File: config.mk
export PLATFORM = sky130hd
export DESIGN_NAME = vend_controller
export DESIGN_NICKNAME = d
export VERILOG_FILES = /design/src/rtl/vend_controller_pkg.sv /design/src/rtl/vend_controller_subtractor.sv /design/src/rtl/vend_controller.sv
export SDC_FILE = /design/constraint.sdc
export NUM_CORES = 1
export LEC_CHECK = 0
export ABC_AREA = 1
export CORE_MARGIN = 2
export CORE_UTILIZATION = 35
export DETAILED_ROUTE_END_ITERATION = 10
export PLACE_DENSITY = 0.63
export SLEW_MARGIN = 20
export SYNTH_ARGS = -nofsm -noshare
export SYNTH_HDL_FRONTEND = slang
export SYNTH_SLANG_ARGS = --single-unit
File: constraint.sdc
create_clock -name clk -period 5.6 [get_ports clk]
set_input_delay 1.12 -clock clk [delete_from_list [all_inputs] [get_ports clk]]
set_output_delay 1.12 -clock clk [all_outputs]
set_load 0.01 [all_outputs]
File: src/rtl/vend_controller_pkg.sv
// Shared definitions for the vending machine controller: FSM state encoding,
// coin codes and the coin-code to credit-unit decode.
package vend_controller_pkg;

  typedef enum logic [2:0] {
    ST_IDLE     = 3'd0,
    ST_CREDIT   = 3'd1,
    ST_COMPARE  = 3'd2,
    ST_DISPENSE = 3'd3,
    ST_CHANGE   = 3'd4
  } state_t;

  localparam logic [1:0] COIN_1  = 2'b00;
  localparam logic [1:0] COIN_2  = 2'b01;
  localparam logic [1:0] COIN_5  = 2'b10;
  localparam logic [1:0] COIN_10 = 2'b11;

  localparam logic [3:0] COIN_1_VAL  = 4'd1;
  localparam logic [3:0] COIN_2_VAL  = 4'd2;
  localparam logic [3:0] COIN_5_VAL  = 4'd5;
  localparam logic [3:0] COIN_10_VAL = 4'd10;

  function automatic logic [3:0] coin_value(input logic [1:0] code);
    case (code)
      COIN_1:  return COIN_1_VAL;
      COIN_2:  return COIN_2_VAL;
      COIN_5:  return COIN_5_VAL;
      default: return COIN_10_VAL;
    endcase
  endfunction

endpackage

File: src/rtl/vend_controller_subtractor.sv
// 4-bit subtractor shared by the price check and the change return.
// bout_o is high when a >= b (no borrow out of the top bit).
module parallel_subtractor (
  input  logic [3:0] a_i,
  input  logic [3:0] b_i,
  output logic [3:0] diff_o,
  output logic       bout_o
);

  logic [4:0] wide_d;

  assign wide_d = {1'b0, a_i} - {1'b0, b_i};
  assign diff_o = wide_d[3:0];
  assign bout_o = ~wide_d[4];

endmodule

File: src/rtl/vend_controller.sv
// Vending controller: accumulates coin credit, checks selections against price
// through one shared subtractor, pulses dispense and returns change unit by unit.
module vend_controller
  import vend_controller_pkg::*;
#(
  parameter logic [3:0] PRICE_A = 4'd5,
  parameter logic [3:0] PRICE_B = 4'd7,
  parameter logic [3:0] PRICE_C = 4'd10,
  parameter logic [3:0] PRICE_D = 4'd12,
  parameter int         TIMEOUT = 100
) (
  input  logic       clk,
  input  logic       rst_n,
  input  logic       coin_valid,
  input  logic [1:0] coin_val,
  input  logic       sel_valid,
  input  logic [1:0] sel,
  input  logic       cancel,
  output logic [3:0] credit,
  output logic       busy,
  output logic       dispense,
  output logic [1:0] dispense_item,
  output logic       change_pulse,
  output logic       coin_reject,
  output logic       err_insufficient,
  output state_t     state_dbg
);

  localparam int TW = (TIMEOUT < 2) ? 1 : $clog2(TIMEOUT);
  localparam logic [TW-1:0] TMO_LAST = TW'(TIMEOUT - 1);

  state_t        state_q;
  logic [3:0]    credit_q;
  logic [1:0]    item_q;
  logic [3:0]    price_q;
  logic [TW-1:0] tmo_q;
  logic          coin_reject_q;
  logic          err_q;

  logic [4:0] coin_sum_d;
  logic       coin_fits_d;
  logic [3:0] sel_price_d;
  logic [3:0] sub_b_d;
  logic [3:0] sub_diff_d;
  logic       sub_bout_d;

  assign coin_sum_d  = {1'b0, credit_q} + {1'b0, coin_value(coin_val)};
  assign coin_fits_d = ~coin_sum_d[4];

  always_comb begin
    sel_price_d = PRICE_A;
    case (sel)
      2'd0:    sel_price_d = PRICE_A;
      2'd1:    sel_price_d = PRICE_B;
      2'd2:    sel_price_d = PRICE_C;
      default: sel_price_d = PRICE_D;
    endcase
  end

  // Price only feeds the subtractor in COMPARE; every other state counts down by one.
  assign sub_b_d = (state_q == ST_COMPARE) ? price_q : 4'd1;

  parallel_subtractor u_sub (
    .a_i    (credit_q),
    .b_i    (sub_b_d),
    .diff_o (sub_diff_d),
    .bout_o (sub_bout_d)
  );

  always_ff @(posedge clk or negedge rst_n) begin
    if (!rst_n) begin
      state_q       <= ST_IDLE;
      credit_q      <= 4'd0;
      item_q        <= 2'd0;
      price_q       <= 4'd0;
      tmo_q         <= '0;
      coin_reject_q <= 1'b0;
      err_q         <= 1'b0;
    end else begin
      coin_reject_q <= 1'b0;
      err_q         <= 1'b0;
      case (state_q)
        ST_IDLE, ST_CREDIT: begin
          if (cancel) begin
            coin_reject_q <= coin_valid;
            tmo_q         <= '0;
            if (state_q == ST_CREDIT && credit_q != 4'd0) state_q <= ST_CHANGE;
          end else if (sel_valid) begin
            coin_reject_q <= coin_valid;
            tmo_q         <= '0;
            if (state_q == ST_CREDIT) begin
              item_q  <= sel;
              price_q <= sel_price_d;
              state_q <= ST_COMPARE;
            end else begin
              err_q <= 1'b1;
            end
          end else if (coin_valid) begin
            if (coin_fits_d) begin
              credit_q <= coin_sum_d[3:0];
              tmo_q    <= '0;
              state_q  <= ST_CREDIT;
            end else begin
              coin_reject_q <= 1'b1;
            end
          end else if (state_q == ST_CREDIT) begin
            if (tmo_q == TMO_LAST) state_q <= ST_CHANGE;
            else                   tmo_q   <= tmo_q + 1'b1;
          end
        end
        ST_COMPARE: begin
          coin_reject_q <= coin_valid;
          if (sub_bout_d) begin
            credit_q <= sub_diff_d;
            state_q  <= ST_DISPENSE;
          end else begin
            err_q   <= 1'b1;
            tmo_q   <= '0;
            state_q <= ST_CREDIT;
          end
        end
        ST_DISPENSE: begin
          coin_reject_q <= coin_valid;
          state_q       <= (credit_q != 4'd0) ? ST_CHANGE : ST_IDLE;
        end
        ST_CHANGE: begin
          coin_reject_q <= coin_valid;
          if (credit_q <= 4'd1) begin
            credit_q <= 4'd0;
            state_q  <= ST_IDLE;
          end else begin
            credit_q <= sub_diff_d;
          end
        end
        default: state_q <= ST_IDLE;
      endcase
    end
  end

  assign credit           = credit_q;
  assign busy             = (state_q == ST_COMPARE) || (state_q == ST_DISPENSE) ||
                            (state_q == ST_CHANGE);
  assign dispense         = (state_q == ST_DISPENSE);
  assign dispense_item    = item_q;
  assign change_pulse     = (state_q == ST_CHANGE);
  assign coin_reject      = coin_reject_q;
  assign err_insufficient = err_q;
  assign state_dbg        = state_q;

endmodule
==> out/metrics.yaml, run 1 <==
p_leak_uw: 0.00106
drt_iter0_markers: 117
yosysTopAreaCell: "dfrtp_1"
netlist_area_um2: 1700
worst_pin_slew_ns: 0.486
die_h_um: 73.7
grtUsageMet3: 0.0316
synth_cells: 238
peakVddDrop_mv: 0.173
coreArea_um2: 4690
design_area_um2: 2020
avgRoutedWirePerCell_um: 11.0
cts_sinks: 22
power_density_nw_per_um2: 429
pre_cts_slack_ns: 2.43
cts_setup_buffers: 0
ys_types: 26
period_needed_ns: 2.90
postRouteAntennaNets: 0
gr-usage-met1: 0.201
critPathArrivalTime_ns: 3.05
rsz0062_at_grt: "no"
die_w_um: 73.7
clock-skew-final_ns: 0.00258
tns_ns: 0
crit_fanout: 5
fin_nets: 288
antenna_found_initial: 0
hold_depth: 2
synth_top_area_frac: 0.324
clk-insertion-delay-late_ns: 0.26
grt-ovfl-total: 0
hp-class: "flop to flop"
cts_tree: "built"
first_pass_iters: 4
start_util: 0.362
cts_max_level: 1
grt_start_max_net_pins: 23
cp-end-kind: "flop"
area_growth_pct: 18.5
start_kind: "input pin"
grt_pass1_wl_um: 6270
rows: 25
syn-num-nets: 263
dieArea_um2: 5430
finalHoldViolCount: 0
routabilityCongestion: 0.901
vias: 1507
seq_area_frac_synth: 0.324
io_pins: 23
diodes: 0
routed_via_density: 4.78
io_buffer_count: 22
drc_errors: 0
slew_viol_final: 0
cts_buffers: 3
fmax_mhz: 345
criticalPathCategory: "input pin to flop"
cts-root-buf: "clkbuf_8"
clock_path_buffers: 2
syn_area_per_cell_um2: 7.14
r2r_cells: 15
setup_viol: 0
cts.repair.resized: 0
fin_ws_ns: 2.70
ys_top_cells_by_area: "dfrtp_1, nand2_1, ha_1"
layout-drive-gt1-share: 0.0958
ys_warn_count: 0
placed_area_um2: 1980
busiest_layer: "met2"
status: "completed"
met2_usage: 0.232
cts_hold_buf: 0
slew_headroom: 0.676
fin_crit_sh: 0.517
clk_pin_slew_ns: 0.07
ys_ff_latch: 22
drt_wl_total_um: 3450
hold_slack_ns: 0.510
track_usage: 0.147
cp.required_ns: 5.75
grt_pass1_vias: 1405
cap_violations: 0
place_hpwl_um: 2760
cell type report:
class,count,area (µm²)
Fill cell,474,2680
Multi-Input combinational cell,177,1000
Sequential cell,22,551
Timing Repair Buffer,22,215
Inverter,37,139
Tap cell,54,67.6
Clock buffer,3,41.3
path summary, 6_finish.rpt:
path / from / end / slack, ns
max: coin_val[0] / credit[1] / 2.70
min: dispense_item[1] / dispense_item[1] / 0.51
max reg2reg: state_dbg[0] / tmo_q[3] / 3.14
min reg2reg: dispense_item[1] / dispense_item[1] / 0.51
max in group asynchronous: rst_n / state_dbg[0] / 4.45
min in group asynchronous: rst_n / coin_reject / 0.81
cells in the final DEF, fill, tap and decap left out, drive strengths merged:
cell / n
a21oi: 7
buf: 1
clkbuf: 3
clkdlybuf4s50: 21
dfrtp: 22
fa: 2
ha: 14
inv: 37
mux2: 1
nand2: 80
nand3: 15
nand3b: 4
nand4: 8
nor2: 26
nor3: 6
o21ai: 9
xor2: 5
stage by stage:
step / std cells / power [µW] / util
floorplan: 238 / 599 / -
global placement: 312 / 765 / 0.422
detailed placement: 312 / 773 / 0.422
CTS: 315 / 873 / 0.431
global route: 315 / 965 / 0.430
finish: 315 / 864 / 0.430
routing by layer:
layer / up-vias / wire length, µm
li1: 798 / -
met5: - / 0
met1: 668 / 1730
met2: 36 / 1520
met4: 0 / 50
met3: 5 / 157
report_power, final:
group,leakage [µW],internal [µW],switching [µW]
Clock,0.0000216,47.9,46.5
Sequential,0.000285,207,53.5
Combinational,0.000753,215,294
Total,0.00106,470,394
state kept, by name (all words and copies together), names as in the netlist:
signal and count:
tmo_q 7, credit 4, price_q 4, state_dbg 3, dispense_item 2, coin_reject 1
err_insufficient 1
cells by family after synthesis:
logic type,after synthesis,synth area share
and+or+nand+nor,139,0.375
buffers and inverters,39,0.0868
DFF,22,0.324
AOI/OAI and AO/OA,16,0.0559
adders and majority gates,16,0.127
xor gates and xnor gates,5,0.0258
muxes,1,0.00662
synth_stat cells:
library cell / number
buf_2: 1
nor3_4: 1
mux2_2: 1
nand3b_1: 4
dfrtp_1: 22
nor2_1: 21
clkbuf_1: 1
nor2_4: 1
nor3_1: 5
a21oi_1: 6
ha_1: 14
nand2_2: 3
inv_1: 31
nand2_4: 1
fa_1: 2
inv_2: 6
o21ai_1: 6
o21ai_2: 1
a21oi_4: 1
nand2_1: 76
nand3_2: 2
nand4_1: 8
nand3_1: 13
nor2_2: 4
o21ai_0: 2
xor2_1: 5
worst max-delay path, stage by stage:
cell and delay, ns:
clkdlybuf4s50_1 0.49, inv_1 0.09, ha_1 0.16, inv_1 0.06
fa_1 0.41, nand3b_1 0.18, nand2_1 0.11, o21ai_0 0.12
nand3_2 0.14, inv_2 0.07, nand2_1 0.06, nand2_1 0.05
No activity file was read; power rests on OpenSTA's default activity.
==> run 2, diff against run 1 <==
--- a/config.mk
+++ b/config.mk
@@ -9,7 +9,7 @@
 export CORE_MARGIN = 2
 export CORE_UTILIZATION = 35
 export DETAILED_ROUTE_END_ITERATION = 10
-export PLACE_DENSITY = 0.63
+export PLACE_DENSITY = 0.65
 export SLEW_MARGIN = 20
 export SYNTH_ARGS = -nofsm -noshare
 export SYNTH_HDL_FRONTEND = slang
==> constraint.sdc (replaced) <==
create_clock -name clk -period 2.5 [get_ports clk]
set_input_delay 0.5 -clock clk [delete_from_list [all_inputs] [get_ports clk]]
set_output_delay 0.5 -clock clk [all_outputs]
set_load 0.01 [all_outputs]
==> out/metrics.yaml, run 2 (same netlist as run 1, synthesis figures left out) <==
avgRoutedWirePerCell_um: 11.3  # +2.9%
io_buffer_count: 22  # unchanged
combPwrFrac: 0.569  # -0.020
cp-end-kind: "flop"
crit_path_top_delay_cell: "dfrtp_1"
coreArea_um2: 4690  # unchanged
track_usage: 0.154  # +0.00692
io_pins: 23  # unchanged
wl_met2_um: 1680  # +11%
antenna_found_initial: 0  # unchanged
place_hpwl_um: 2860  # +3.8%
start_util: 0.362  # unchanged
max_stage_delay_ns: 0.44  # -0.05 ns
grt_pass1_wl_um: 6590  # +5.2%
rows: 25  # unchanged
whs_endpoint: "dispense_item[0]"
criticalPathCategory: "flop to flop"
timing.rr.end: "tmo_q[0]"
vias: 1504  # -0.20%
dp_cells: 316  # +1.3%
setup_viol: 0  # unchanged
regToRegStartpoint: "state_dbg[1]"
first_pass_iters: 4  # unchanged
grt_pass1_vias: 1479  # +5.3%
cp.required_ns: 2.66  # -3.09 ns
cts_hold_buf: 0  # unchanged
fmax_mhz: 435
p_sw_frac: 0.431  # -0.0247
fin_nets: 292  # +1.4%
hold_depth: 2  # unchanged
r2r_cells: 14  # -1
area_growth_pct: 22.4
drt_iter0_markers: 115  # -1.7%
die_h_um: 73.7  # unchanged
finalHoldViolCount: 0  # unchanged
startpoint: "state_dbg[1]"
critPathArrivalTime_ns: 2.46  # -0.59 ns
cts-root-buf: "clkbuf_8"
drc_errors: 0  # unchanged
fillCellCount: 478  # +0.84%
clk_pin_slew_ns: 0.08  # about the same
drt_wl_total_um: 3610  # +4.5%
design_area_um2: 2080  # +3.2%
cts_buffers: 3  # unchanged
final_cell_mix: "nand2_1, inv_1, dfrtp_1, clkdlybuf4s50_1, nor2_1"
crit_fanout: 8  # +3
path_delay_family: "simple AND/OR/NAND/NOR gates"
power_density_nw_per_um2: 1000  # +130%
slew_headroom: 0.762  # +0.0859
rrSetupSlack_ns: 0.20  # -2.94 ns
hold_start: "dispense_item[0]"
grt_start_max_net_pins: 23  # unchanged
rsz0062_at_grt: "no"
slew_viol_final: 0  # unchanged
p_sw_uw: 899  # +130%
cap_violations: 0  # unchanged
largest_register_ffs: 7  # unchanged
diodes: 0  # unchanged
start_kind: "flop"
cts_max_level: 1  # unchanged
final_common_cell: "nand2_1"
dr_wl_met3_um: 115  # -27%
wl_met1_um: 1790  # +3.7%
status: "completed"
path_cells: "nand3_2 > inv_2 > nand2_1 > ha_1 > inv_1 > fa_1 > inv_1 > nor2_1 > nor2_1 > nor2_1 > nor2_4 > nand2_4 > nand2_1 > nand2_1"
cts_tree: "built"
peakVddDrop_mv: 0.523  # +200%
layout-drive-gt1-share: 0.109  # +0.0132
hp-class: "flop to flop"
cts.repair.resized: 0  # unchanged
cts_sinks: 22  # unchanged
period_needed_ns: 2.30
clk-insertion-delay-late_ns: 0.26  # about the same
die_w_um: 73.7  # unchanged
routabilityCongestion: 0.870  # -3.4%
clock-skew-final_ns: 0.00466  # +0.00208 ns
dieArea_um2: 5430  # unchanged
routed_via_density: 4.70  # -1.8%
top_register: "tmo_q"
p_int_uw: 1190  # +150%
cp.buffers_inverters: 3  # -1
grt-ovfl-total: 0  # unchanged
p_clk_frac: 0.159  # +0.050
top_layer_used: "met4"
clock_path_buffers: 2  # unchanged
finalPower_uw: 2090  # +140%
final_cells: 320  # +1.6%
postRouteAntennaNets: 0  # unchanged
fin_crit_sh: 0.919
p_leak_uw: 0.00109  # +3.2%
placed_area_um2: 2010  # +1.5%
seqPwrFrac: 0.272  # -0.029
cts_setup_buffers: 0  # unchanged
worst_pin_slew_ns: 0.356  # -0.130 ns
==> run 2: cell count changes in the layout (fill, tap and decap cells not counted), sizes merged <==
cell           before  now
buf                 1    4
bufinv              0    1
clkdlybuf4s50      21   22
==> run 2: worst max path at each step <==
stage / to / slack [ns] / cells after the start
after CTS: tmo_q[5] / 0.19 / 14
after global routing: tmo_q[5] / 0.02 / 14
after floorplan: tmo_q[4] / 0.37 / 15
after global placement: credit[1] / -0.01 / 12
final: tmo_q[0] / 0.20 / 14
after detailed placement: credit[1] / -0.04 / 12
==> run 2: per-layer routing <==
layer  global-route usage  up-vias
li1                     -      806
met1                0.211      665
met2                0.258       31
met3               0.0274        2
met4               0.0242        0
met5                    0        -
==> run 2: metrics by stage <==
| stage | hold WS [ns] | utilization | setup TNS [ns] | worst slack (ns) |
|---|---|---|---|---|
| after floorplan | 0.204 | - | 0 | 0.367 |
| after global placement | 0.473 | 0.428 | -0.0186 | -0.00992 |
| after detailed placement | 0.487 | 0.428 | -0.135 | -0.0369 |
| after CTS | 0.512 | 0.443 | 0 | 0.185 |
| after global routing | 0.539 | 0.443 | 0 | 0.0214 |
| final | 0.511 | 0.443 | 0 | 0.202 |
==> run 2: power by group through the flow <==
stage	Clock (µW)	Combinational, µW	Sequential (µW)
detailed placement	0	1190	575
global placement	0	1170	574
finish	332	1190	567
CTS	343	1190	569
global route	356	1370	586
floorplan	0	748	593
==> run 2: final cells by class <==
cell class	instances	area [µm²]	share of cell area
repair buffers	26	250	0.120
multi-input cells	177	1000	0.482
clock inverters	1	30.0	0.0144
inverters	37	139	0.0667
well taps	54	67.6	0.0325
clock buffers	3	41.3	0.0198
flip-flops and latches	22	551	0.265
==> run 2: worst register-to-register path: stages (launching register included) <==
cell	delay (ns)
dfrtp_1	0.44
nand3_2	0.14
inv_2	0.10
nand2_1	0.09
ha_1	0.14
inv_1	0.06
fa_1	0.39
inv_1	0.09
nor2_1	0.05
nor2_1	0.13
nor2_1	0.10
nor2_4	0.23
nand2_4	0.11
nand2_1	0.07
nand2_1	0.06
